### src/rtl/alu_pkg.sv
// alu_pkg: shared opcode, ALU control and FSM definitions for the ALU issue controller.
package alu_pkg;
    localparam int DATA_W   = 16;
    localparam int NUM_REGS = 8;
    localparam int ADDR_W   = $clog2(NUM_REGS);

    localparam logic [3:0] OP_ADD  = 4'h0;
    localparam logic [3:0] OP_SUB  = 4'h1;
    localparam logic [3:0] OP_SLL  = 4'h2;
    localparam logic [3:0] OP_AND  = 4'h3;
    localparam logic [3:0] OP_ADDI = 4'h4;

    localparam logic [2:0] ALUC_ADD = 3'b000;
    localparam logic [2:0] ALUC_SUB = 3'b001;
    localparam logic [2:0] ALUC_SLL = 3'b010;
    localparam logic [2:0] ALUC_AND = 3'b011;

    typedef enum logic [1:0] {S_IDLE, S_READ, S_EXEC, S_WB} state_t;

    function automatic logic is_legal(input logic [3:0] op);
        return op <= OP_ADDI;
    endfunction

    function automatic logic [DATA_W-1:0] sext6(input logic [5:0] imm);
        return {{(DATA_W-6){imm[5]}}, imm};
    endfunction

    function automatic logic [2:0] op_to_aluc(input logic [3:0] op);
        return op == OP_SUB ? ALUC_SUB :
               op == OP_SLL ? ALUC_SLL :
               op == OP_AND ? ALUC_AND : ALUC_ADD;
    endfunction
endpackage

### src/rtl/alu_regfile.sv
// alu_regfile: register file with R0 hardwired to zero, one write port and three combinational read ports.
module alu_regfile
    import alu_pkg::*;
#(
    parameter int DW = DATA_W,
    parameter int NR = NUM_REGS,
    parameter int AW = $clog2(NR)
) (
    input  logic          clk,
    input  logic          rst_n,
    input  logic          i_we,
    input  logic [AW-1:0] i_waddr,
    input  logic [DW-1:0] i_wdata,
    input  logic [AW-1:0] i_raddr0,
    input  logic [AW-1:0] i_raddr1,
    input  logic [AW-1:0] i_raddr2,
    output logic [DW-1:0] o_rdata0,
    output logic [DW-1:0] o_rdata1,
    output logic [DW-1:0] o_rdata2
);
    logic [DW-1:0] r_mem [NR];

    always_ff @(posedge clk or negedge rst_n) begin
        if (!rst_n) begin
            for (int i = 0; i < NR; i++) r_mem[i] <= '0;
        end else if (i_we && i_waddr != '0) begin
            r_mem[i_waddr] <= i_wdata;
        end
    end

    assign o_rdata0 = i_raddr0 == '0 ? '0 : r_mem[i_raddr0];
    assign o_rdata1 = i_raddr1 == '0 ? '0 : r_mem[i_raddr1];
    assign o_rdata2 = i_raddr2 == '0 ? '0 : r_mem[i_raddr2];
endmodule

### src/rtl/alu_issue_ctrl.sv
// alu_issue_ctrl: four-state issue/writeback controller that feeds an external 16-bit ALU
// and retires results into an internal register file.
module alu_issue_ctrl
    import alu_pkg::*;
(
    input  logic                 clk,
    input  logic                 rst_n,
    input  logic                 instr_valid,
    output logic                 instr_ready,
    input  logic [15:0]          instr,
    output logic [DATA_W-1:0]    alu_a,
    output logic [DATA_W-1:0]    alu_b,
    output logic [2:0]           alu_control,
    input  logic [DATA_W-1:0]    alu_result,
    input  logic                 alu_zero,
    output logic                 done,
    output logic                 illegal,
    output logic                 zero_flag,
    input  logic [ADDR_W-1:0]    dbg_addr,
    output logic [DATA_W-1:0]    dbg_data
);
    state_t              r_state;
    logic [15:0]         r_instr;
    logic [DATA_W-1:0]   r_result;
    logic [DATA_W-1:0]   r_alu_a;
    logic [DATA_W-1:0]   r_alu_b;
    logic [2:0]          r_alu_ctrl;
    logic                r_zero;
    logic                r_bad;
    logic                r_done;
    logic                r_illegal;
    logic                r_zero_flag;

    logic [3:0]          w_op;
    logic [ADDR_W-1:0]   w_rd;
    logic [ADDR_W-1:0]   w_rs;
    logic [ADDR_W-1:0]   w_rt;
    logic [DATA_W-1:0]   w_rdata_s;
    logic [DATA_W-1:0]   w_rdata_t;
    logic                w_we;

    assign w_op = r_instr[15:12];
    assign w_rd = r_instr[11:9];
    assign w_rs = r_instr[8:6];
    assign w_rt = r_instr[5:3];
    assign w_we = r_state == S_WB && !r_bad;

    alu_regfile u_regfile (
        .clk      (clk),
        .rst_n    (rst_n),
        .i_we     (w_we),
        .i_waddr  (w_rd),
        .i_wdata  (r_result),
        .i_raddr0 (w_rs),
        .i_raddr1 (w_rt),
        .i_raddr2 (dbg_addr),
        .o_rdata0 (w_rdata_s),
        .o_rdata1 (w_rdata_t),
        .o_rdata2 (dbg_data)
    );

    always_ff @(posedge clk or negedge rst_n) begin
        if (!rst_n) begin
            r_state     <= S_IDLE;
            r_instr     <= '0;
            r_result    <= '0;
            r_alu_a     <= '0;
            r_alu_b     <= '0;
            r_alu_ctrl  <= ALUC_ADD;
            r_zero      <= 1'b0;
            r_bad       <= 1'b0;
            r_done      <= 1'b0;
            r_illegal   <= 1'b0;
            r_zero_flag <= 1'b0;
        end else begin
            r_done    <= 1'b0;
            r_illegal <= 1'b0;
            case (r_state)
                S_IDLE: begin
                    if (instr_valid) begin
                        r_instr <= instr;
                        r_state <= S_READ;
                    end
                end
                S_READ: begin
                    r_bad <= !is_legal(w_op);
                    if (is_legal(w_op)) begin
                        r_alu_a    <= w_rdata_s;
                        r_alu_b    <= w_op == OP_ADDI ? sext6(r_instr[5:0]) : w_rdata_t;
                        r_alu_ctrl <= op_to_aluc(w_op);
                        r_state    <= S_EXEC;
                    end else begin
                        r_state <= S_WB;
                    end
                end
                S_EXEC: begin
                    r_result <= alu_result;
                    r_zero   <= alu_zero;
                    r_state  <= S_WB;
                end
                S_WB: begin
                    r_done    <= 1'b1;
                    r_illegal <= r_bad;
                    if (!r_bad) r_zero_flag <= r_zero;
                    r_state <= S_IDLE;
                end
                default: r_state <= S_IDLE;
            endcase
        end
    end

    // Ready is gated by rst_n so it drops immediately while reset is held.
    assign instr_ready = rst_n && r_state == S_IDLE;
    assign alu_a       = r_alu_a;
    assign alu_b       = r_alu_b;
    assign alu_control = r_alu_ctrl;
    assign done        = r_done;
    assign illegal     = r_illegal;
    assign zero_flag   = r_zero_flag;
endmodule

### config.mk
export PLATFORM = sky130hd
export DESIGN_NAME = alu_issue_ctrl
export DESIGN_NICKNAME = d
export VERILOG_FILES = /design/src/rtl/alu_pkg.sv /design/src/rtl/alu_regfile.sv /design/src/rtl/alu_issue_ctrl.sv
export SDC_FILE = /design/constraint.sdc
export NUM_CORES = 1
export LEC_CHECK = 0
export CORE_AREA = 3 3 145 147
export DETAILED_ROUTE_END_ITERATION = 12
export DIE_AREA = 0 0 148 150
export PLACE_DENSITY = 0.72
export SETUP_SLACK_MARGIN = 0.4
export SLEW_MARGIN = 0
export SYNTH_ARGS = -nofsm -noshare
export SYNTH_HDL_FRONTEND = slang
export SYNTH_SLANG_ARGS = --single-unit
### constraint.sdc
create_clock -name clk -period 4.68 [get_ports clk]
set_input_delay 0.936 -clock clk [delete_from_list [all_inputs] [get_ports clk]]
set_output_delay 0.936 -clock clk [all_outputs]
set_load 0.03 [all_outputs]
==> results.toml, run 1 <==
[critical_path]
cp_max_fo = 10
critPathCapture = "dbg_data[1]"
crit_arrival_ns = 3.05
cp_top_family = "buffers and inverters"
critPathCaptureType = "primary output"
r2r_slack_ns = 2.23
worstReg2RegEnd = "alu_a[6]"
r2r.worst_path.cells = 6
cp.depth = 6
cp-startpoint = "dbg_addr[1]"
slowest_delay_ns = 0.89
slowest_stage = "clkdlybuf4s50_1"
cp.buffers_inverters = 3
r2r_start = "r_state[1]"
path_cells = "clkdlybuf4s50_1 -> buf_4 -> mux2_2 -> a221oi_1 -> a21oi_1 -> buf_12"
required_ns = 3.74
crit_type = "in -> out"
worst_setup_path_start_kind = "input port"

[drt]
route.met2.wl_um = 12600
ant_nets = 0
dr.pass1.iters = 5
route.detailed.drc = 0
via_per_inst = 6.31
wl_um = 26100
top_layer = "met4"
met3WireLength_um = 1850
wl_per_cell_um = 23.7
wl_met1_um = 11000
vias = 6969
drtIter0Drc = 687

[cells_and_area]
area_delta_synth_final_pct = 19.4
drive_gt1_frac = 0.397
final_cells = 1104
antenna_cells = 0
finalInstanceArea_mm2 = 0.0117
final_common_cell = "mux2_2"
final_cell_mix = "201 x mux2_2, 184 x dfrtp_1, 74 x clkdlybuf4s50_1"
finish.net_count = 865
final_core_util = 0.586

[global_routing]
grt_pass1_wl_um = 41300
track_usage = 0.239
grt_pass1_vias = 7185
antenna_found_initial = 0
grt_max_degree = 72
globalRouteOverflowTotal = 0

[power_and_ir_drop]
total_power_mw = 8.62
seq_power_share = 0.374
p_sw_mw = 3.37
power.leakage_nw = 5.11
power_frac_comb = 0.451
power.share.clock = 0.175
p_int_mw = 5.26
ir_worst_vdd_mv = 0.281
p_sw_frac = 0.391
p_per_area_mw_per_mm2 = 735

[timing]
period_minus_slack_ns = 3.99
relSlewSlack = 0.201
fin_crit_sh = 0.852
finClkSkew_ns = 0.00943
worst_pin_slew_ns = 1.19
rsz0062_at_grt = "no"
finalHoldViolations = 0
setup_viol = 0
fmax_ghz = 0.251
fin_tns_setup_ns = 0
slew_viol_final = 0
holdWs_ns = 0.477
worst_slack_ns = 0.693

[floorplanning]
fp.dieW_um = 148
io_pins = 94
start_util = 0.490
core-area_mm2 = 0.0200
dieHeight_um = 150
rows = 52
dieArea_mm2 = 0.0222

[cts]
postCtsResizedCells = 0
clock_latency_ns = 0.43
cts_setup_buffers = 0
clockBufferDepth = 2
cts_tree = "yes"
cts_max_level = 4
cts_buffers = 17
clk_pin_slew_ns = 0.07
cts_root_buf = "clkbuf_16"
postCtsHoldBufs = 0
cts_sinks = 185

[placed_design]
gp_congestion = 0.852
dp_cells = 1072
placed_cell_area_mm2 = 0.0111
numPortBuffers = 92
post-dp-hpwl_um = 16400
post-place-ws_ns = 0.709

[synthesis]
netlist_area_mm2 = 0.00983
syn_avg_cell_area_um2 = 13.2
synth_ff_type = "dfrtp_1"
yosys_warnings = 0
ys_ff_latch = 185
syn_nets = 791
yosysSeqAreaShare = 0.471
synth_edf_count = 0
async_reset_ff_frac = 1.00
syn_inst = 747
netlist-cell-type-count = 44

[hold_path]
hold_class = "reg -> reg"
hold_start = "alu_a[4]"

[outcome]
outcome = "finished, final reports clean"

[job]
maxCapViolCount = 0
[worst min-delay path: cells and delay by family, from the launching register on]
kind,cells,cell delay (ns)
flip-flops,1,0.34
AO/OA/AOI/OAI,1,0.05
AND/OR/NAND/NOR,1,0.05
[worst min path at each step]
stage                       endpoint  slack, ns  cells after the start
final                       alu_a[4]       0.48                      2
after global routing       alu_a[10]       0.51                      2
after CTS                   alu_a[4]       0.48                      2
after detailed placement    alu_a[4]       0.47                      2
after global placement     alu_a[10]       0.47                      2
after floorplan           r_instr[2]       0.47                      1
[per-layer routing]
layer  vias to the layer above  global-route usage
met3                        67              0.0466
met5                         -                   0
met2                       329               0.391
met1                      3589               0.322
li1                       2984                   -
met4                         0              0.0841
[cell families after synthesis]
logic type               synth area share
adder cells (fa/ha/maj)           0.00637
flip-flops                          0.471
other                            0.000382
buffers and inverters              0.0368
multiplexers                        0.334
AND/OR/NAND/NOR                    0.0578
AO/OA/AOI/OAI                      0.0932
[state kept, by name, summed over array words and instances, names as in the netlist]
name,count
u_regfile.r_mem,112
r_result,16
alu_b,16
r_instr,16
alu_control,2
alu_a,16
r_state,2
r_bad,1
illegal,1
done,1
zero_flag,1
r_zero,1
[Yosys cell counts (all sizes together) (11+ instances only)]
cell,count,area share
mux4,36,0.083
mux2,211,0.25
clkbuf,22,0.0084
nand2,30,0.011
o22ai,11,0.0070
o31ai,16,0.012
a21oi,30,0.015
buf,38,0.022
nor2,14,0.0056
nor3,14,0.0076
a221oi,40,0.036
dfrtp,185,0.47
inv,16,0.0061
nor2b,19,0.012
[area by class of cell]
| type | instances | area (µm²) |
|---|---|---|
| clock buffer | 22 | 484 |
| clock inverter | 10 | 140 |
| fill | 1577 | 8300 |
| inverter | 16 | 60.1 |
| multi-input combinational | 486 | 4860 |
| sequential | 185 | 4630 |
| tap | 270 | 338 |
| timing repair buffer | 115 | 1220 |
[power groups by stage]
stage	sequential [mW]	combinational (mW)	clock, mW
4_1_cts	3.18	3.90	1.53
3_3_place_gp	3.12	3.78	0
3_5_place_dp	3.20	3.87	0
5_1_grt	3.32	4.16	1.60
6_report	3.22	3.89	1.51
2_1_floorplan	3.12	2.59	0
No activity file was read; power rests on OpenSTA's default activity.
==> inputs of run 2 (changes only) <==
Settings changed: PLACE_DENSITY 0.72 to 0.68.
==> run 2 against run 1 <==
Compared with the run above:
- clock skew fell by 0.00069 ns
- cell count fell by 0.54%
- routed wire length rose by 2.8%
- critical path type unchanged
==> results.toml, run 2 (synthesis gave the netlist of run 1 again) <==
[outcome]
outcome = "finished, final reports clean"

[drt]
ant_nets = 0
route.detailed.drc = 0
wl_per_cell_um = 24.4
wl_um = 26800
wl_met1_um = 11400
dr.pass1.iters = 5
drtIter0Drc = 496
via_per_inst = 6.25
met3WireLength_um = 1730
top_layer = "met4"
vias = 6861
route.met2.wl_um = 12900

[floorplanning]
fp.dieW_um = 148
dieHeight_um = 150
rows = 52
dieArea_mm2 = 0.0222
start_util = 0.490
io_pins = 94
core-area_mm2 = 0.0200

[critical_path]
slowest_stage = "clkdlybuf4s50_1"
worst_setup_path_start_kind = "input port"
crit_type = "in -> out"
crit_arrival_ns = 2.77
r2r_start = "r_instr[6]"
r2r_slack_ns = 1.85
cp-startpoint = "dbg_addr[1]"
required_ns = 3.74
critPathCaptureType = "primary output"
cp_max_fo = 33
slowest_delay_ns = 0.51
critPathMostFrequentCell = "buf_12"
path_cells = "clkdlybuf4s50_1 -> buf_12 -> nor2b_1 -> buf_4 -> a221oi_1 -> a21oi_1 -> buf_12"

[cts]
cts_tree = "yes"
clock_latency_ns = 0.43
postCtsHoldBufs = 0
clockBufferDepth = 2
cts_buffers = 17
cts_root_buf = "clkbuf_16"
clk_pin_slew_ns = 0.06
cts_setup_buffers = 0
cts_max_level = 4
postCtsResizedCells = 0
cts_sinks = 185

[global_routing]
grt_max_degree = 65
grt_pass1_vias = 7029
antenna_found_initial = 0
globalRouteOverflowTotal = 0
grt_pass1_wl_um = 41700
track_usage = 0.246

[power_and_ir_drop]
power.share.clock = 0.172
power_frac_comb = 0.452
p_int_mw = 5.21
p_per_area_mw_per_mm2 = 737
seq_power_share = 0.375
ir_worst_vdd_mv = 0.274
total_power_mw = 8.57
p_sw_mw = 3.36
p_sw_frac = 0.392
power.leakage_nw = 5.07

[cells_and_area]
final_cells = 1098
area_delta_synth_final_pct = 18.3
top_register = "u_regfile.r_mem"
largest_reg_flops = 112
antenna_cells = 0
final_cell_mix = "201 x mux2_2, 184 x dfrtp_1, 74 x clkdlybuf4s50_1"
drive_gt1_frac = 0.391
finish.net_count = 861
final_common_cell = "mux2_2"

[placed_design]
gp_congestion = 0.850
post-dp-hpwl_um = 16600
dp_cells = 1068
post-place-ws_ns = 0.970
numPortBuffers = 92

[timing]
relSlewSlack = 0.171
fmax_ghz = 0.270
fin_tns_setup_ns = 0
worst_pin_slew_ns = 1.24
finalHoldViolations = 0
setup_viol = 0
worst_slack_ns = 0.970
period_minus_slack_ns = 3.71
slew_viol_final = 0
rsz0062_at_grt = "no"
finClkSkew_ns = 0.00874
fin_crit_sh = 0.793

[hold_path]
hold_start = "alu_b[2]"
hold_class = "reg -> reg"

[job]
maxCapViolCount = 0
[run 2: cell types whose count changed in the layout (fill, tap and decap cells not counted), sizes merged]
cell / previous run / this run
buf: 41 / 37
clkinvlp: 3 / 2
inv: 17 / 16
[run 2: worst paths after layout]
| path | to | cells after the start |
|---|---|---|
| min reg2reg | alu_b[2] | 2 |
| min in group asynchronous | alu_b[0] | 1 |
| max reg2reg | alu_a[6] | 4 |
| max in group asynchronous | r_instr[3] | 2 |
| min | alu_b[2] | 2 |
| max | dbg_data[7] | 7 |
[run 2: power by group through the flow]
stage          sequential [mW]  combinational (mW)  clock, mW
4_1_cts                   3.19                3.88       1.50
3_5_place_dp              3.21                3.85          0
3_3_place_gp              3.14                3.77          0
6_report                  3.22                3.88       1.48
5_1_grt                   3.33                4.12       1.56
2_1_floorplan             3.12                2.59          0
[run 2: layout make-up]
type	count	area [µm²]
inverter	16	60.1
fill	1645	8410
clock inverter	8	120
tap	270	338
clock buffer	22	474
sequential	185	4630
multi-input combinational	486	4860
timing repair buffer	111	1140
[run 2: layer usage]
metal | up-vias | GRT usage
met5 | - | 0
met4 | 0 | 0.0947
met3 | 59 | 0.0430
met2 | 283 | 0.391
met1 | 3545 | 0.339
li1 | 2974 | -
[run 2: through the flow]
step	hold WS [ns]	utilization	cell area, µm²
floorplan	0.474	-	9830
global placement	0.464	0.551	11000
detailed placement	0.471	0.551	11000
CTS	0.485	0.580	11600
global route	0.503	0.580	11600
finish	0.480	0.580	11600
[run 2: worst max-delay path: cells and delay by family]
family,cells,cell delay (ns)
AOI/OAI and AO/OA,2,0.44
and+or+nand+nor,1,0.20
buffers and inverters,4,1.20
==> inputs of run 3 (changes only) <==
Settings changed: PLACE_DENSITY 0.68 to 0.71.
Clock period 4.68 ns to 3 ns, I/O delays scaled along.
==> run 3 against run 2 <==
Compared with the run above:
- die area stayed put
- total power rose by 57%
- via count up 0.60%
- largest cell class unchanged
- critical endpoint is now dbg_data[3]
- clock-buffer cell count is the same
- critical path type unchanged
==> results.toml, run 3 (synthesis gave the netlist of run 1 again) <==
[cells_and_area]
antenna_cells = 0
top_register = "u_regfile.r_mem"
area_delta_synth_final_pct = 20.4
final_cell_mix = "201 x mux2_2, 184 x dfrtp_1, 72 x clkdlybuf4s50_1"
final_common_cell = "mux2_2"
finalInstanceArea_mm2 = 0.0118
drive_gt1_frac = 0.412
finish.net_count = 868
largest_reg_flops = 112

[critical_path]
path_cells = "clkdlybuf4s15_2 -> buf_12 -> mux2_2 -> a221oi_1 -> a21oi_2 -> buf_12"
critPathMostFrequentCell = "buf_12"
crit_type = "in -> out"
worst_setup_path_start_kind = "input port"
cp_max_fo = 17
r2r_slack_ns = 0.63
crit_arrival_ns = 2.00
critPathCaptureType = "primary output"
slowest_stage = "mux2_2"
required_ns = 2.40
slowest_delay_ns = 0.35

[timing]
finClkSkew_ns = 0.0114
slew_viol_final = 0
fin_tns_setup_ns = 0
setup_viol = 0
worst_slack_ns = 0.396
worst_pin_slew_ns = 1.23
relSlewSlack = 0.178
rsz0062_at_grt = "yes"
fin_crit_sh = 0.868
period_minus_slack_ns = 2.60
finalHoldViolations = 0
fmax_ghz = 0.384

[placed_design]
placed_cell_area_mm2 = 0.0112
post-dp-hpwl_um = 16300
post-place-ws_ns = 0.0204
gp_congestion = 0.851
numPortBuffers = 92

[floorplanning]
dieHeight_um = 150
start_util = 0.490
core-area_mm2 = 0.0200
io_pins = 94
rows = 52
dieArea_mm2 = 0.0222
fp.dieW_um = 148

[cts]
clock_latency_ns = 0.44
clk_pin_slew_ns = 0.07
cts_sinks = 185
clockBufferDepth = 2
cts_setup_buffers = 0
cts_root_buf = "clkbuf_16"
cts_tree = "yes"
cts_max_level = 4
cts_buffers = 17

[hold_path]
hold_class = "in -> async"

[drt]
route.detailed.drc = 0
wl_per_cell_um = 23.9
dr.pass1.iters = 5
vias = 6902
drtIter0Drc = 698
via_per_inst = 6.23
ant_nets = 0
wl_um = 26500

[global_routing]
antenna_found_initial = 1
globalRouteOverflowTotal = 0
grt_pass1_vias = 7157
grt_max_degree = 186
track_usage = 0.241
grt_pass1_wl_um = 41100

[power_and_ir_drop]
power.leakage_nw = 5.14
p_per_area_mw_per_mm2 = 1140
ir_worst_vdd_mv = 0.423

[job]
maxCapViolCount = 0

[outcome]
outcome = "finished, final reports clean"
## run 3: cell types whose count changed in the layout (fill, tap and decap cells not counted), sizes merged
| cell | before | now |
|---|---|---|
| buf | 37 | 43 |
| clkdlybuf4s50 | 74 | 72 |
| clkinvlp | 2 | 4 |
| bufbuf | 0 | 1 |
| bufinv | 3 | 2 |
| clkdlybuf4s15 | 0 | 1 |
| dlygate4sd2 | 0 | 1 |
| inv | 16 | 17 |
## run 3: critical path, delay by kind of cell
family | cells | cell delay [ns]
buffers and inverters | 3 | 0.61
AO/OA/AOI/OAI | 2 | 0.42
multiplexers | 1 | 0.35
## run 3: layer usage
| layer | up-vias | GRT usage | routed length, µm |
|---|---|---|---|
| met4 | 2 | 0.0952 | 733 |
| met1 | 3567 | 0.320 | 11200 |
| met5 | - | 0 | 13 |
| li1 | 2989 | - | - |
| met3 | 55 | 0.0500 | 1680 |
| met2 | 289 | 0.391 | 12900 |
## run 3: cell type report
cell class                 instances  area [µm²]
clock buffer                      22         474
clock inverter                    10         118
fill                            1599        8210
inverter                          16        60.1
multi-input combinational        486        4880
sequential                       185        4630
tap                              270         338
timing repair buffer             118        1330
## run 3: worst paths after layout
kind,startpoint,cells past startpoint,end
hold / removal,rst_n,2,r_instr[0]
hold reg to reg,alu_a[0],2,alu_a[0]
setup reg to reg,r_state[0],4,u_regfile.r_mem[99]
min in group clk,alu_a[0],2,alu_a[0]
max in group asynchronous,rst_n,2,r_instr[3]
setup / recovery,dbg_addr[1],6,dbg_data[3]
## run 3: power by group
group / switching [mW] / leakage, nW / internal, mW
logic: 3.03 / 2.50 / 3.23
clock network: 0.970 / 0.279 / 1.30
registers: 1.29 / 2.37 / 3.63
## run 3: what timing repair did
item	in CTS	in global routing
cloned	1	0
hold buffers	0	0
setup endpoints to repair	17	13
gates resized for setup	11	6
hold endpoints to repair	0	0
pin swaps	0	0
## run 3: stage by stage
| stage | hold slack, ns | total power, mW | util | instances |
|---|---|---|---|---|
| global placement | 0.465 | 10.8 | 0.557 | 1074 |
| floorplan | 0.304 | 8.90 | - | 747 |
| global route | 0.453 | 14.1 | 0.590 | 1107 |
| detailed placement | 0.468 | 11.1 | 0.557 | 1074 |
| finish | 0.342 | 13.4 | 0.590 | 1107 |
| CTS | 0.431 | 13.4 | 0.589 | 1107 |
